File: config.mk
export PLATFORM = sky130hd
export DESIGN_NAME = ctrl_seq
export DESIGN_NICKNAME = d
export VERILOG_FILES = /design/src/rtl/cpu_pkg.sv /design/src/rtl/ctrl_seq_step_ctr.sv /design/src/rtl/ctrl_seq.sv
export SDC_FILE = /design/constraint.sdc
export NUM_CORES = 1
export LEC_CHECK = 0
export CAP_MARGIN = 10
export CORE_MARGIN = 2
export CORE_UTILIZATION = 41
export DETAILED_ROUTE_END_ITERATION = 6
export PLACE_DENSITY = 0.83
export SYNTH_ARGS = -nofsm -noshare
export SYNTH_HDL_FRONTEND = slang
export SYNTH_SLANG_ARGS = --single-unit
File: constraint.sdc
create_clock -name clk -period 2.9 [get_ports clk]
set_input_delay 0.725 -clock clk [delete_from_list [all_inputs] [get_ports clk]]
set_output_delay 0.725 -clock clk [all_outputs]
set_load 0.05 [all_outputs]
File: src/rtl/cpu_pkg.sv
// Shared constants for the microcoded CPU control sequencer: opcodes,
// control-word bit positions, single-bit control masks and microstep encoding.
package cpu_pkg;

  localparam int CW_W = 16;

  typedef logic [CW_W-1:0] ctrl_word_t;

  // Control-word bit positions, MSB first
  localparam int CW_HLT = 15;
  localparam int CW_MI  = 14;
  localparam int CW_RI  = 13;
  localparam int CW_RO  = 12;
  localparam int CW_IO  = 11;
  localparam int CW_II  = 10;
  localparam int CW_AI  = 9;
  localparam int CW_AO  = 8;
  localparam int CW_EO  = 7;
  localparam int CW_SU  = 6;
  localparam int CW_BI  = 5;
  localparam int CW_OI  = 4;
  localparam int CW_CE  = 3;
  localparam int CW_CO  = 2;
  localparam int CW_J   = 1;
  localparam int CW_FI  = 0;

  localparam ctrl_word_t B_HLT = ctrl_word_t'(1) << CW_HLT;
  localparam ctrl_word_t B_MI  = ctrl_word_t'(1) << CW_MI;
  localparam ctrl_word_t B_RI  = ctrl_word_t'(1) << CW_RI;
  localparam ctrl_word_t B_RO  = ctrl_word_t'(1) << CW_RO;
  localparam ctrl_word_t B_IO  = ctrl_word_t'(1) << CW_IO;
  localparam ctrl_word_t B_II  = ctrl_word_t'(1) << CW_II;
  localparam ctrl_word_t B_AI  = ctrl_word_t'(1) << CW_AI;
  localparam ctrl_word_t B_AO  = ctrl_word_t'(1) << CW_AO;
  localparam ctrl_word_t B_EO  = ctrl_word_t'(1) << CW_EO;
  localparam ctrl_word_t B_SU  = ctrl_word_t'(1) << CW_SU;
  localparam ctrl_word_t B_BI  = ctrl_word_t'(1) << CW_BI;
  localparam ctrl_word_t B_OI  = ctrl_word_t'(1) << CW_OI;
  localparam ctrl_word_t B_CE  = ctrl_word_t'(1) << CW_CE;
  localparam ctrl_word_t B_CO  = ctrl_word_t'(1) << CW_CO;
  localparam ctrl_word_t B_J   = ctrl_word_t'(1) << CW_J;
  localparam ctrl_word_t B_FI  = ctrl_word_t'(1) << CW_FI;

  localparam logic [3:0] OP_NOP = 4'h0;
  localparam logic [3:0] OP_LDA = 4'h1;
  localparam logic [3:0] OP_ADD = 4'h2;
  localparam logic [3:0] OP_SUB = 4'h3;
  localparam logic [3:0] OP_STA = 4'h4;
  localparam logic [3:0] OP_LDI = 4'h5;
  localparam logic [3:0] OP_JMP = 4'h6;
  localparam logic [3:0] OP_JC  = 4'h7;
  localparam logic [3:0] OP_JZ  = 4'h8;
  localparam logic [3:0] OP_OUT = 4'hE;
  localparam logic [3:0] OP_HLT = 4'hF;

  typedef enum logic [2:0] {
    T0 = 3'd0,
    T1 = 3'd1,
    T2 = 3'd2,
    T3 = 3'd3,
    T4 = 3'd4
  } step_e;

  // Execute steps are the ones where the opcode path is enabled.
  function automatic logic is_exec_step(input step_e s);
    return (s == T2) || (s == T3) || (s == T4);
  endfunction

endpackage

File: src/rtl/ctrl_seq_step_ctr.sv
// Microstep counter with sticky HALTED flag; asynchronous clear returns to T0.
module step_ctr
  import cpu_pkg::*;
(
  input  logic  clk,
  input  logic  clr,
  input  logic  last_step,
  input  logic  halt,
  output step_e step,
  output logic  halted
);

  step_e r_step;
  logic  r_halted;

  // Halt freezes the step where it was taken; only clr leaves HALTED.
  always_ff @(posedge clk or posedge clr) begin
    if (clr) begin
      r_step   <= T0;
      r_halted <= 1'b0;
    end else if (r_halted) begin
      r_step   <= r_step;
      r_halted <= 1'b1;
    end else if (halt) begin
      r_halted <= 1'b1;
    end else if (last_step || (r_step == T4)) begin
      r_step <= T0;
    end else begin
      r_step <= step_e'(r_step + 3'd1);
    end
  end

  assign step   = r_step;
  assign halted = r_halted;

endmodule

File: src/rtl/ctrl_seq.sv
// Control sequencer: decodes microstep, opcode and flags into the control word.
// Optional conditional jumps (JC/JZ) are enabled by defining COND_JUMP_EN.
module ctrl_seq
  import cpu_pkg::*;
(
  input  logic        clk,
  input  logic        clr,
  input  logic [3:0]  opcode,
  input  logic        carry,
  input  logic        zero,
  output logic        ir_oa,
  output logic [15:0] ctrl_word,
  output logic [2:0]  step
);

  step_e      w_step;
  logic       w_halted;
  logic       w_halt;
  logic       w_last_step;
  ctrl_word_t w_exec_word;

`ifndef COND_JUMP_EN
  logic w_unused_flags;
  assign w_unused_flags = carry ^ zero;
`endif

  step_ctr u_step_ctr (
    .clk       (clk),
    .clr       (clr),
    .last_step (w_last_step),
    .halt      (w_halt),
    .step      (w_step),
    .halted    (w_halted)
  );

  // Opcode is only looked at in execute steps, so fetch never depends on it.
  always_comb begin
    w_exec_word = '0;
    w_last_step = 1'b1;
    case (w_step)
      T0: begin
        w_exec_word = B_CO | B_MI;
        w_last_step = 1'b0;
      end
      T1: begin
        w_exec_word = B_RO | B_II | B_CE;
        w_last_step = 1'b0;
      end
      T2: begin
        case (opcode)
          OP_LDA, OP_ADD, OP_SUB, OP_STA: begin
            w_exec_word = B_IO | B_MI;
            w_last_step = 1'b0;
          end
          OP_LDI: w_exec_word = B_IO | B_AI;
          OP_JMP: w_exec_word = B_IO | B_J;
          OP_OUT: w_exec_word = B_AO | B_OI;
          OP_HLT: w_exec_word = B_HLT;
`ifdef COND_JUMP_EN
          OP_JC:  w_exec_word = carry ? (B_IO | B_J) : '0;
          OP_JZ:  w_exec_word = zero  ? (B_IO | B_J) : '0;
`endif
          default: w_exec_word = '0;
        endcase
      end
      T3: begin
        case (opcode)
          OP_LDA: w_exec_word = B_RO | B_AI;
          OP_ADD, OP_SUB: begin
            w_exec_word = B_RO | B_BI;
            w_last_step = 1'b0;
          end
          OP_STA: w_exec_word = B_AO | B_RI;
          default: w_exec_word = '0;
        endcase
      end
      T4: begin
        case (opcode)
          OP_ADD:  w_exec_word = B_EO | B_AI | B_FI;
          OP_SUB:  w_exec_word = B_EO | B_AI | B_FI | B_SU;
          default: w_exec_word = '0;
        endcase
      end
      default: w_exec_word = '0;
    endcase
  end

  assign w_halt = !w_halted && (w_step == T2) && (opcode == OP_HLT);

  // clr forces outputs quiet at once, independent of the counter's state.
  assign ctrl_word = clr ? 16'h0000 : (w_halted ? B_HLT : w_exec_word);
  assign ir_oa     = !clr && (w_halted || is_exec_step(w_step));
  assign step      = w_step;

endmodule

==> results.md <==
* Status: finished clean
* Static leakage at 0.4637 nW
* Slew margin rel. at 66.47%
* CTS Buffer Depth at 2
* Number of synthesized flops with an enable pin at 0
* Post-DP HPWL at 1206 um
* Syn Inst Count at 72
* Delay-heaviest family, CP: simple AND/OR/NAND/NOR gates
* Post-CTS Setup Inserts at 0
* Max Slew Vio Count at 0
* Critical path type: flop to output pin
* Per-cell routed wire length at 13.58 um
* Crit. path cell count at 6
* Via Count at 664
* Net count after synthesis at 85
* Total Nets Final at 120
* Clk_lat worst skew at 230 ps
* Worst path max stage delay at 550 ps
* Total routed wirelength at 1630 um
* First-pass GRT wire length at 2352 um
* Initial antenna violation count at 0
* Residual DRC at 0
* Slowest-stage cell, CP: or4_4
* R2r endpoint: u_step_ctr.step[2]$_DFFE_PP0P_
* Worst hold slack at 549.2 ps
* Antenna diodes at 0
* All-Layer GR Usage at 22.11%
* Die width at 40.10 um
* Crit path capture: ctrl_word[12]
* Drt via density at 5.533
* Async set-reset flop share out of synthesis at 100.0%
* Critical R2R Launch: u_step_ctr.step[0]$_DFFE_PP0P_
* Post-layout util at 85.02%
* WP data required at 2170 ps
* Cell Pwr Density at 720.4 mW/mm^2
* Pin count of the biggest net entering global routing at 9
* Core area at 0.001252 mm^2
* CP most frequent cell: inv_1
* CTS H-Tree Depth at 1
* Final ANT Viol Nets at 0
* Nature of the critical path startpoint: flop
* Met3 usage at 3.889%
* Most common cell in the netlist: nor2_1
* CTS tree: built
* Yosys top cell area share at 18.74%
* Final period demand of the worst path at 2803 ps
* Post-Place Setup Slack at -83.03 ps
* Ys Warns at 0
* Final hold vios at 0
* Share of layout cells above drive strength 1 at 38.10%
* Tot Pwr at 0.7671 mW
* Dpl cell area at 0.001015 mm^2
* Synth-to-Final Area Change at 99.30%
* Worst vdd ir at 0.5425 mV
* Worst setup path start: u_step_ctr.step[2]$_DFFE_PP0P_
* Primary FF master, synth: dfrtp_1
* Worst clock skew at 3.766 ps
* # port buffers at 25
* Placer Congestion at 0.8521
* Grt total ovfl at 0
* Finished Layout Cells at 120
* Fmax at 0.3568 GHz
* Max_cap viols at 0
* Post-synth top cells: nor2_1 (11), nand2_1 (9), inv_1 (6), ha_1 (5), dfrtp_1 (4)
* Yosys top cell by area: dfrtp_1
* Post-route cell area at 0.001065 mm^2
* Synth area leaders: dfrtp_1 (19%), ha_1 (12%), nor2_1 (7.7%), nand2_1 (6.3%), buf_6 (4.2%)
* Mean Syn Cell Area at 7.420 um^2
* Starting Density at 42.66%
* CP max FO at 8
* Top Usage Layer GRT: met2
* PnR worst setup slack at 96.96 ps
* Area of the multi-input gates at 411.6 um^2
* FF/Latch Area at 101.3 um^2
* Met1 usage at 23.99%
* Final setup violating endpoints at 0
* M2 GR Usage at 37.90%
* Setup TNS at 0 ps
* DR iter-0 viols at 17
* Clk root buf: clkbuf_4
* Placed Cells at 117
* Seq/Total Area, Yosys at 18.74%
* Clock transition at the registers of the reported paths at 40 ps
* #FFs+latches synth at 4
* Mapped Area at 534.3 um^2
* Tightest Pin Transition at 501.4 ps
* R2r setup slk at 1280 ps
* Top Ports at 28
* Crit end category: output pin
* Distinct cells, synth at 30
* R2R cell count at 6
* Filler Cells Inserted at 64
* Fin crit share at 96.66%
* WP buf/inv at 3
* CTS Buf Count at 3
* Die area at 0.001608 mm^2
* CP Cell Sequence: inv_1 -> ha_1 -> inv_1 -> or4_4 -> a21oi_2 -> buf_12
* Vias in the first global route at 586
* Data arrival, critical path at 2080 ps
* Detailed Routing Iterations Pass 1 at 4
* Worst hold-check path type: flop to flop
* CTS Sinks at 4
* Row count at 13
* Die Ht at 40.10 um
* RSZ-0062 raised after global routing: no
[worst min-delay path by stage]
stage | from | endpoint | slack [ps] | cells after the start
2_1_floorplan | clr | u_step_ctr.halted$_DFF_PP0_ | 500 | 1
3_3_place_gp | u_step_ctr.step[1]$_DFFE_PP0P_ | u_step_ctr.step[1]$_DFFE_PP0P_ | 550 | 2
3_5_place_dp | u_step_ctr.step[1]$_DFFE_PP0P_ | u_step_ctr.step[1]$_DFFE_PP0P_ | 560 | 2
4_1_cts | u_step_ctr.step[1]$_DFFE_PP0P_ | u_step_ctr.step[1]$_DFFE_PP0P_ | 560 | 2
5_1_grt | u_step_ctr.step[0]$_DFFE_PP0P_ | u_step_ctr.step[0]$_DFFE_PP0P_ | 580 | 1
6_report | u_step_ctr.step[0]$_DFFE_PP0P_ | u_step_ctr.step[0]$_DFFE_PP0P_ | 550 | 1
[worst register-to-register path, delay by kind of cell, from the launching register on]
family | cells | cell delay, ps
adders and majority gates | 1 | 250
DFF | 1 | 440
AOI/OAI and AO/OA | 2 | 320
and+or+nand+nor | 2 | 410
buffers and inverters | 1 | 90
[metal layers]
metal / vias up / wire length [um]
met5: - / 0
met4: 0 / 48
met2: 32 / 861
met3: 6 / 84
met1: 308 / 635
li1: 318 / -
[layout by cell type, fill, tap and decap left out, types with 2 or more instances in the layout]
cell type,n
buf_12,17
nor2_1,11
nand2_1,9
buf_4,9
inv_1,6
ha_1,5
clkdlybuf4s50_1,5
o21ai_0,3
and3_1,3
clkbuf_4,3
dfrtp_1,3
nand4b_1,2
nor3_1,2
a21oi_2,2
a31oi_1,2
dlygate4sd2_1,2
[state kept, by name, summed over array words and instances, names as in the netlist]
name	cells
u_step_ctr.step	3
u_step_ctr.halted	1
[repair_timing]
action,in CTS,in global routing
hold buffers,0,0
resized for setup,4,6
setup endpoints to repair,6,8
pin swaps,3,2
[power breakdown]
group	switching (mW)	internal, mW	total [mW]	leakage [nW]
Sequential	0.0408	0.0793	0.120	0.0504
Combinational	0.336	0.244	0.580	0.400
Clock	0.0208	0.0461	0.0670	0.0138
[area by class of cell]
class / instances / share of cell area [%]
inverter: 6 / 2.115
multi-input combinational: 58 / 38.66
tap: 15 / 1.763
sequential: 4 / 9.518
timing repair buffer: 34 / 45.83
clock buffer: 3 / 2.115
[cell families (layout without fill, tap and decap cells)]
logic type	after synthesis	after routing	share of synthesized area, %
compound gates	13	13	15.46
fa+ha+maj	5	5	11.71
buf+inv	10	43	11.24
flops	4	4	18.74
mux	1	1	1.874
simple gates	39	39	40.99
Power figures use the tool's default switching activity.
==> RTL edit 1 (same settings) <==
Add an input register stage for `opcode`; this delays it by one clock. The other inputs are not delayed to match.
--- a/src/rtl/ctrl_seq.sv
+++ b/src/rtl/ctrl_seq.sv
@@ -12,6 +12,12 @@
   output logic [15:0] ctrl_word,
   output logic [2:0]  step
 );
+
+  logic [3:0] opcode_q;
+
+  always_ff @(posedge clk) begin
+    opcode_q <= opcode;
+  end
 
   step_e      w_step;
   logic       w_halted;
@@ -47,7 +53,7 @@
         w_last_step = 1'b0;
       end
       T2: begin
-        case (opcode)
+        case (opcode_q)
           OP_LDA, OP_ADD, OP_SUB, OP_STA: begin
             w_exec_word = B_IO | B_MI;
             w_last_step = 1'b0;
@@ -64,7 +70,7 @@
         endcase
       end
       T3: begin
-        case (opcode)
+        case (opcode_q)
           OP_LDA: w_exec_word = B_RO | B_AI;
           OP_ADD, OP_SUB: begin
             w_exec_word = B_RO | B_BI;
@@ -75,7 +81,7 @@
         endcase
       end
       T4: begin
-        case (opcode)
+        case (opcode_q)
           OP_ADD:  w_exec_word = B_EO | B_AI | B_FI;
           OP_SUB:  w_exec_word = B_EO | B_AI | B_FI | B_SU;
           default: w_exec_word = '0;
@@ -85,7 +91,7 @@
     endcase
   end
 
-  assign w_halt = !w_halted && (w_step == T2) && (opcode == OP_HLT);
+  assign w_halt = !w_halted && (w_step == T2) && (opcode_q == OP_HLT);
 
   // clr forces outputs quiet at once, independent of the counter's state.
   assign ctrl_word = clr ? 16'h0000 : (w_halted ? B_HLT : w_exec_word);
Formal check against the unedited RTL: not equivalent (a bounded check fails within 4 cycles, from zero or initial values).
==> RTL edit 1 against the unedited design <==
- via count down 1.7%
- largest cell class unchanged
- routed wire length grew 3.7%
- highest routed layer unchanged
- clock skew up 8.3 ps
- area after synthesis up 18%
- fmax down 2.5%
- sequential cell count increased by 4
- worst setup slack got worse by 73 ps
- synthesized cell count up 6.9%
- design area grew 4.5%
- total power up 18%
- first-iteration DRC count fell by 12%
==> RTL edit 1: results (changes against the unedited design) <==
Status
  • Status: finished, final reports clean

Synth
  • Top cells by count, synth: nand2_1, nor2_1, ha_1, inv_1
  • Largest cells by area after synthesis: dfrtp_1, dfxtp_1, ha_1
  • Post-synth EDFFs: 0 (unchanged)
  • Syn_nets: 90 (+5.9%)
  • Yosys top cell area share: 0.1590 (-0.02831)
  • Yosys warns: 0 (unchanged)
  • FFs w/ async S/R, synth: 0.5000 (-0.5000)
  • Seq/Total Area, Yosys: 0.2863 (+0.09893)
  • Primary FF master, synth: dfxtp_1
  • Synth unique cells: 33 (+10%)

Detailed routing
  • DR WL met2: 877 µm (+1.9%)
  • DR vias: 653 (-1.7%)
  • Drt total wl: 1690 µm (+3.7%)
  • WL met1: 683 µm (+7.6%)
  • Met3 WL: 102 µm (+21%)
  • Initial drt markers: 15 (-2)

Clock tree
  • Clock tree buffer depth: 2 (unchanged)
  • Clk root buf: clkbuf_4
  • CTS Buf Count: 3 (unchanged)
  • Clock transition at the registers of the reported paths: 60 ps (+20 ps)
  • H-tree depth: 1 (unchanged)
  • Clk_lat worst skew: 250 ps (+20 ps)

Place
  • Global placer's final weighted congestion: 0.8545 (+0.28%)
  • Placed cell areas: 1082 µm² (+6.7%)
  • Port Buffers: 25 (unchanged)
  • Hpwl dp: 1323 µm (+9.7%)

Final layout
  • Max reg flops: 4 (+1)
  • Nets: 119 (-0.83%)
  • Ratio of cells with drive above 1 in the final layout: 0.3333 (-0.04762)

Power and ir drop
  • Max VDD drop: 0.8602 mV (+59%)
  • Leak: 0.0004308 µW (-7.1%)

GRT
  • Vias in the first global route: 668 (+14%)
  • GR Util met2: 0.3731 (-0.005898)
  • Maximum number of pins on one net before global-route repair: 12 (+3)
  • First-pass GRT wire length: 2842 µm (+21%)
  • GR Util met1: 0.2304 (-0.009498)
  • Total GRT Usage: 0.2049 (-0.01618)
  • GR Util met3: 0.03404 (-0.004846)

Hold path
  • Worst min-delay path class: reg2reg

STA
  • Worst slew pin tran: 511.5 ps (+10.05 ps)
  • Setup Skew: 12.04 ps (+8.275 ps)

Critical path
  • Crit Path Max Fanout: 3 (-5)
  • Crit-path max cell delay: 570 ps (+20 ps)
  • WP data arrival: 2150 ps (+70 ps)
==> RTL edit 1: where the power goes <==
| group | switching, µW | leakage (µW) | internal, µW | total (µW) |
|---|---|---|---|---|
| sequential | 57.3 | 0.0000827 | 140 | 197 |
| combinational | 361 | 0.000333 | 257 | 618 |
| clock | 35.5 | 0.0000150 | 52.5 | 88.0 |
==> RTL edit 1: metrics by stage <==
stage	setup slack, ps	hold WS, ps	cells
global route	0.9255	566.8	121
global placement	37.81	509.6	117
floorplan	32.11	496.1	77
CTS	21.36	538.5	121
finish	23.90	538.1	121
detailed placement	29.94	525.6	117
==> RTL edit 1: cells by family after synthesis <==
logic type      after synthesis  share of synthesized area
simple gates                 39                     0.3579
fa+ha+maj                     5                    0.09940
buf+inv                       9                    0.07752
flops                         8                     0.2863
compound gates               16                     0.1789
==> RTL edit 1: layout make-up <==
cell class              count  area, µm²
repair buffers             27      435.4
multi-input cells          60      425.4
fillers                    98      359.1
flip-flops and latches      8      182.7
clock buffers               4      26.28
inverters                   6      22.52
well taps                  16      20.02
==> RTL edit 1: path summary, 6_finish.rpt <==
check | slack, ps | to | depth (start not counted) | from
setup / recovery | 20 | ctrl_word[11] | 4 | clr
hold / removal | 540 | u_step_ctr.step[0] | 1 | u_step_ctr.step[0]
setup reg to reg | 1170 | u_step_ctr.step[1] | 6 | u_step_ctr.step[0]
hold reg to reg | 540 | u_step_ctr.step[0] | 1 | u_step_ctr.step[0]
max in group asynchronous | 1850 | u_step_ctr.step[1] | 3 | clr
min in group asynchronous | 880 | u_step_ctr.halted | 3 | clr
==> RTL edit 1: timing repair <==
item / in CTS / in global routing
hold buffers: 0 / 0
setup endpoints to repair: 0 / 1
setup buffers: 0 / 0
resized for setup: 0 / 1
==> RTL edit 2 (same settings) <==
Made on the original files. Add a define of `COND_JUMP_EN`.
--- a/src/rtl/ctrl_seq.sv
+++ b/src/rtl/ctrl_seq.sv
@@ -1,5 +1,7 @@
 // Control sequencer: decodes microstep, opcode and flags into the control word.
 // Optional conditional jumps (JC/JZ) are enabled by defining COND_JUMP_EN.
+`define COND_JUMP_EN
+
 module ctrl_seq
   import cpu_pkg::*;
 (
Check against the original RTL: not equivalent (a bounded check fails within 4 cycles, from zero or initial values).
==> RTL edit 2 against the unedited design <==
- worst setup slack lost 120 ps
- routed wire length grew 35%
- total power grew 13%
- clock skew grew 1.7 ps
- sequential cell count is the same
- synthesized cell count grew 9.7%
- register-to-register slack lost 160 ps
- design area grew 14%
- worst hold slack lost 32 ps
- the flow now finishes with violations (setup timing)
- area after synthesis grew 12%
==> RTL edit 2: results (changes against the unedited design) <==
GRT
  • Vias in the first global route: 826 (+41%)
  • Total GRT Usage: 0.2724 (+0.05134)
  • Maximum number of pins on one net before global-route repair: 8 (-1)
  • First-pass GRT wire length: 3663 µm (+56%)
  • Initial antenna violation count: 0 (unchanged)

Final layout
  • Max reg flops: 3 (unchanged)
  • Number of diodes: 0 (unchanged)
  • Ratio of cells with drive above 1 in the final layout: 0.5207 (+0.1397)
  • Layout fillers: 45 (-30%)
  • Fin cells: 136 (+13%)

Status
  • Status: complete, but fails checks
  • Failing checks: setup timing

Synth
  • Synth unique cells: 35 (+17%)
  • Top cells by count, synth: nand2_1, inv_1, nor2_1
  • Avg Inst Size Synth: 7.571 µm² (+2.0%)
  • Seq/Total Area, Yosys: 0.1674 (-0.01999)
  • Largest cells by area after synthesis: dfrtp_1, ha_1, nand2_1
  • Yosys warns: 0 (unchanged)
  • Syn_nets: 92 (+8.2%)
  • FFs w/ async S/R, synth: 1.000 (unchanged)

Critical path
  • Slowest cell on the critical path: clkdlybuf4s50_1
  • Crit-path max cell delay: 510 ps (-40 ps)
  • WP data arrival: 2200 ps (+120 ps)
  • Delay-heaviest family, CP: buffers and inverters
  • Crit Path Max Fanout: 3 (-5)

Clock tree
  • H-tree depth: 1 (unchanged)
  • Clock transition at the registers of the reported paths: 40 ps (about the same)
  • CTS Buf Count: 3 (unchanged)
  • Clk root buf: clkbuf_4
  • Clk_lat worst skew: 240 ps
  • Clock tree buffer depth: 2 (unchanged)

STA
  • Setup Skew: 5.491 ps (+1.725 ps)
  • Setup violations, final: 1 (+1)
  • Fin worst setup slack: -20.55 ps (-117.5 ps)
  • Setup total negative slack: -20.55 ps (-20.55 ps)
  • Relative slew margins: 0.6644 (about the same)

Detailed routing
  • DR vias: 782 (+18%)
  • Initial drt markers: 14 (-3)
  • DRT Pass-1 Iters: 4 (unchanged)
  • Post-DRT Antenna Nets: 0 (unchanged)
  • Drt total wl: 2206 µm (+35%)

Place
  • Hpwl dp: 1649 µm (+37%)
  • Pre-CTS setup slack: -141.6 ps (-58.57 ps)
  • Port Buffers: 27 (+8.0%)
  • Global placer's final weighted congestion: 0.8135 (-4.5%)
  • Placed instance count: 129 (+10%)

Job
  • Max-cap viol count: 0 (unchanged)

Power and ir drop
  • Max VDD drop: 0.7759 mV (+43%)
  • Leak: 0.0005104 µW (+10%)

Hold path
  • Worst min-delay path class: reg2reg
[RTL edit 2: cell types whose count changed after synthesis, moves of 2 or more]
cell      unedited run  this run
nor2_1              11         7
mux2_2               0         2
and3_1               3         1
a21oi_1              2         4
buf_2                0         3
nor3_1               3         6
o21ai_2              0         2
o21ai_0              3         1
nand4b_1             2         0
inv_1                6         8
[RTL edit 2: repair_timing]
item                                    CTS  global route
endpoints found under the setup margin   10             3
buffers inserted                          3             1
hold buffers                              0             0
endpoints found under the hold margin     0             0
pin swaps                                 4             2
gates resized for setup                   6             2
[RTL edit 2: power breakdown]
part | total (µW) | leakage (µW) | internal (µW) | switching (µW)
logic | 673 | 0.000446 | 285 | 389
clock network | 72.4 | 0.0000138 | 46.5 | 25.9
registers | 121 | 0.0000504 | 79.1 | 41.8
total | 867 | 0.000510 | 410 | 457
[RTL edit 2: worst paths after layout]
kind / start / endpoint / slack [ps] / depth (start not counted)
hold reg to reg: u_step_ctr.step[0] / u_step_ctr.step[0] / 520 / 1
hold / removal: u_step_ctr.step[0] / u_step_ctr.step[0] / 520 / 1
min in group asynchronous: clr / u_step_ctr.halted / 910 / 3
max in group asynchronous: clr / u_step_ctr.step[0] / 1810 / 3
setup reg to reg: u_step_ctr.step[0] / u_step_ctr.step[0] / 1120 / 8
setup / recovery: clr / ctrl_word[14] / -20 / 7
[RTL edit 2: cell families (layout without fill, tap and decap cells)]
group / after synthesis / count (layout) / synth area share
AOI/OAI and AO/OA: 18 / 18 / 0.2280
DFF: 4 / 4 / 0.1674
and+or+nand+nor: 36 / 36 / 0.3431
buffers and inverters: 14 / 56 / 0.1192
muxes: 2 / 2 / 0.03765
adders and majority gates: 5 / 5 / 0.1046
[RTL edit 2: final cells by class]
class | instances | share of cell area
clock buffer | 3 | 0.01856
inverter | 8 | 0.02474
multi-input combinational | 61 | 0.3948
sequential | 4 | 0.08351
tap | 15 | 0.01546
timing repair buffer | 45 | 0.4629
[RTL edit 2: layer usage]
layer / vias to the layer above / part of all wire / global-route usage
li1: 359 / - / -
met2: 40 / 0.51 / 0.4585
met1: 368 / 0.40 / 0.3000
met3: 15 / 0.049 / 0.06034
met5: - / 0 / 0
met4: 0 / 0.048 / 0.1875
[RTL edit 2: metrics by stage]
stage               total power (µW)    util  instance area (µm²)
detailed placement             772.0  0.8649                 1154
finish                         866.7  0.9099                 1214
global route                   909.8  0.9099                 1214
global placement               752.0  0.8649                 1154
CTS                            851.1  0.9015                 1202
floorplan                      516.4       -                653.1
